<file path="config.mk">
export PLATFORM = sky130hd
export DESIGN_NAME = fft4_s2p_buffer
export DESIGN_NICKNAME = d
export VERILOG_FILES = /design/src/rtl/fft4_s2p_buffer.sv
export SDC_FILE = /design/constraint.sdc
export NUM_CORES = 1
export LEC_CHECK = 0
export BUFFER_PORTS_ARGS = -buffer_cell sky130_fd_sc_hd__buf_2
export CAP_MARGIN = 20
export CORE_MARGIN = 10
export CORE_UTILIZATION = 45
export DETAILED_ROUTE_END_ITERATION = 12
export GPL_ROUTABILITY_DRIVEN = 0
export GPL_TIMING_DRIVEN = 1
export HOLD_SLACK_MARGIN = 0.15
export PLACE_DENSITY = 0.69
export SLEW_MARGIN = 10
export SYNTH_ARGS = -nofsm -noshare
export SYNTH_HDL_FRONTEND = slang
export SYNTH_SLANG_ARGS = --single-unit
</file>
<file path="constraint.sdc">
create_clock -name i_clk -period 3.7 [get_ports i_clk]
set_input_delay 0.74 -clock i_clk [delete_from_list [all_inputs] [get_ports i_clk]]
set_output_delay 0.74 -clock i_clk [all_outputs]
set_load 0.05 [all_outputs]
</file>
<file path="src/rtl/fft4_s2p_buffer.sv">
// Serial-to-parallel front end for fft4: gathers four complex samples into a frame
// and presents them in parallel with a one-cycle valid pulse, resyncing on start-of-frame.
module fft4_s2p_buffer #(
   parameter int NB_DATA  = 8,
   parameter int NBF_DATA = 7
) (
   input  logic                   i_clk,
   input  logic                   i_rst,
   input  logic                   i_enable,
   input  logic                   i_valid,
   input  logic                   i_sof,
   input  logic [2*NB_DATA-1:0]   i_data,
   output logic [2*NB_DATA-1:0]   o_x0,
   output logic [2*NB_DATA-1:0]   o_x1,
   output logic [2*NB_DATA-1:0]   o_x2,
   output logic [2*NB_DATA-1:0]   o_x3,
   output logic                   o_valid,
   output logic                   o_drop
);

   // The fractional point only travels with the data; the word width is all that matters here.
   localparam int W = 2*NB_DATA + 0*NBF_DATA;

   logic       accept;
   logic [1:0] wr_idx_reg;

   assign accept = i_enable & i_valid;

   // Slots 0..2 only: the fourth sample goes straight to o_x3 on the completing edge.
   genvar gi;
   generate
      for (gi = 0; gi < 3; gi++) begin : g_slot
         logic         load;
         logic [W-1:0] slot_reg;

         assign load = accept & (i_sof ? (gi == 0) : (wr_idx_reg == 2'(gi)));

         always_ff @(posedge i_clk or posedge i_rst) begin
            if (i_rst) begin
               slot_reg <= '0;
            end else if (load) begin
               slot_reg <= i_data;
            end
         end
      end
   endgenerate

   always_ff @(posedge i_clk or posedge i_rst) begin
      if (i_rst) begin
         wr_idx_reg <= 2'd0;
         o_x0       <= '0;
         o_x1       <= '0;
         o_x2       <= '0;
         o_x3       <= '0;
         o_valid    <= 1'b0;
         o_drop     <= 1'b0;
      end else begin
         o_valid <= 1'b0;
         o_drop  <= 1'b0;
         if (accept) begin
            if (i_sof) begin
               // A start-of-frame always wins, even over a sample that would have completed the frame.
               wr_idx_reg <= 2'd1;
               o_drop     <= (wr_idx_reg != 2'd0);
            end else begin
               wr_idx_reg <= wr_idx_reg + 2'd1;
               if (wr_idx_reg == 2'd3) begin
                  o_x0    <= g_slot[0].slot_reg;
                  o_x1    <= g_slot[1].slot_reg;
                  o_x2    <= g_slot[2].slot_reg;
                  o_x3    <= i_data;
                  o_valid <= 1'b1;
               end
            end
         end
      end
   end

endmodule

</file>
==> flow_summary_export.csv <==
group,metric,value,unit
clocking,cts-hold-fix-buffers,0,
pwr,power_density,1031,mW/mm2
critical_path,worst_setup_path_start_kind,"flop",
finish,layout_common_cells,"dfrtp_1 (116), buf_2 (86), mux2_2 (63)",
sta,finClkSkew,0.007354,ns
yosys,synth_warnings,0,
grt,grt-ovfl-total,0,
clocking,clkTransAtPathRegs,0.05,ns
routing,dr_wl_met3,507,um
critical_path,end_kind,"flop",
critical_path,crit_chain,"ha_1 -> nand4b_4 -> buf_12 -> mux2_4",
pwr,p_leak,3.070,nW
routing,wl_met2,4394,um
place,io_buffers,86,
pwr,p_total,5.985,mW
routing,wl_per_cell,18.06,um
finish,diodes,0,
clocking,cts_resized,0,
grt,first_global_vias,2769,
floorplanning,die_x,121.7,um
routing,first_pass_iters,4,
sta,finalCritPeriodShare,0.5325,
yosys,synth_area_leaders,"dfrtp_1 (62%), mux2_4 (16%), mux2_2 (15%)",
finish,largest_register_ffs,48,
routing,drt-total-wl,9118,um
yosys,ys_ff_latch,116,
critical_path,crit_type,"flop to flop",
routing,vias_per_cell,4.780,
floorplanning,die-area,0.01481,mm2
floorplanning,fp.coreArea,0.01018,mm2
clocking,insertion_delay,0.50,ns
finish,stdcell_area,0.005806,mm2
grt,grt_pass1_wl,15000,um
place,dp_hpwl,6091,um
flow_run,maxCapViolCount,0,
sta,rsz0062_at_grt,"no",
clocking,cts_sinks,116,
clocking,numCtsBuffers,17,
clocking,cts_buffer_depth,2,
floorplanning,start_util,0.4569,
clocking,htree_levels,4,
critical_path,crit_fanout,35,
routing,ant_nets,0,
routing,top_layer_used,"met4",
sta,finalCriticalPeriod,1.970,ns
sta,maxSlewHeadroom,0.3897,
worst_hold_path,hold_class,"input port to async pin",
sta,hold_violations,0,
floorplanning,num_io_pins,87,
yosys,ys_seq_area_frac,0.6238,
pwr,ir_worst_vdd,0.0004333,V
finish,layout_commonest_cell,"dfrtp_1",
place,place_area,0.005219,mm2
sta,slew_violations,0,
yosys,synth_top_cell_by_area,"dfrtp_1",
yosys,netlist_instances,258,
sta,tightest_slew,0.9135,ns
grt,antenna_found_initial,0,
clocking,tritoncts,"done",
sta,setup_viol_count_final,0,
yosys,avgSynthCellArea,18.04,um2
finish,nNetsFinal,381,
yosys,synth_nets,283,
sta,setup_total_negative_slack,0,ns
critical_path,cp_top_family,"simple AND/OR/NAND/NOR gates",
yosys,synthDominantCellAreaShare,0.6238,
routing,vias,2414,
status,status,"completed",
grt,grt_max_degree,43,
yosys,yosys.cell_types.count,16,
finish,syn2layout_area_growth,24.76,%
yosys,synth_area,0.004653,mm2
critical_path,arrival,2.36,ns
floorplanning,num_rows,37,
critical_path,cp_num_buf_inv,1,
routing,drt_iter0_drc,126,
critical_path,cp_slowest_cell,"nand4b_4",
critical_path,max_stage_delay,0.48,ns
grt,grtUsageTotal,0.1303,
finish,drive_above_1_share,0.6477,
critical_path,required,4.09,ns
routing,drc,0,
clocking,cts_root_buf,"clkbuf_8",
floorplanning,die_y,121.7,um
clocking,post_cts_buffers,0,
sta,fmax,0.5075,GHz
routing,wl_met1,4113,um
-- worst paths after layout --
check | startpoint | end | slack (ns) | cells past startpoint
worst max-delay path | wr_idx_reg[0] | o_x0[12] | 1.73 | 4
worst min-delay path | i_rst | o_x2[8] | 0.42 | 2
worst max register to register | wr_idx_reg[0] | o_x0[12] | 1.73 | 4
worst min register to register | g_slot[1].slot_reg[9] | o_x1[9] | 0.50 | 1
max in group asynchronous | i_rst | g_slot[2].slot_reg[7] | 2.57 | 3
min in group i_clk | g_slot[1].slot_reg[9] | o_x1[9] | 0.50 | 1
-- cell usage after synthesis --
cell      number
dfrtp_1      116
mux2_2        63
mux2_4        49
buf_6          7
buf_4          4
ha_1           4
inv_1          4
nand4b_4       3
a21oi_1        1
and4b_1        1
buf_2          1
mux2i_1        1
nand2_1        1
nand2b_1       1
nor3b_1        1
o211ai_2       1
-- per-layer routing --
metal	GRT usage	up-vias
met4	0.04471	0
met3	0.05458	12
met1	0.1622	1228
met5	0	-
li1	-	1112
met2	0.2006	62
-- cell type report --
type                    instances  area [um2]
flip-flops and latches        116        2903
well taps                     136       170.2
clock buffers                  23       486.7
repair buffers                 91       505.5
fillers                       855        4379
inverters                       4       18.77
clock inverters                 9       100.1
multi-input cells             126        1622
-- where the power goes --
| part | leakage, nW | switching, mW | total [mW] | internal [mW] |
|---|---|---|---|---|
| Sequential | 1.46 | 0.288 | 2.09 | 1.80 |
| Clock | 0.290 | 0.540 | 1.58 | 1.04 |
| Combinational | 1.32 | 1.53 | 2.32 | 0.786 |
-- kinds of logic after synthesis --
logic type | after synthesis | share of synthesized area
adder cells (fa/ha/maj) | 4 | 0.01076
buffers and inverters | 16 | 0.02769
AND/OR/NAND/NOR | 7 | 0.02124
flip-flops | 116 | 0.6238
AO/OA/AOI/OAI | 2 | 0.003763
multiplexers | 113 | 0.3127
-- stage by stage --
step	hold slack (ns)	util	std cells	setup WS, ns
6_report	0.4242	0.5700	505	1.730
5_1_grt	0.4685	0.5700	505	1.627
4_1_cts	0.4406	0.5700	505	1.716
3_5_place_dp	0.4875	0.5124	473	1.364
3_3_place_gp	0.4824	0.5124	473	1.400
2_1_floorplan	0.4749	-	258	1.547
Power figures use the tool's default switching activity.
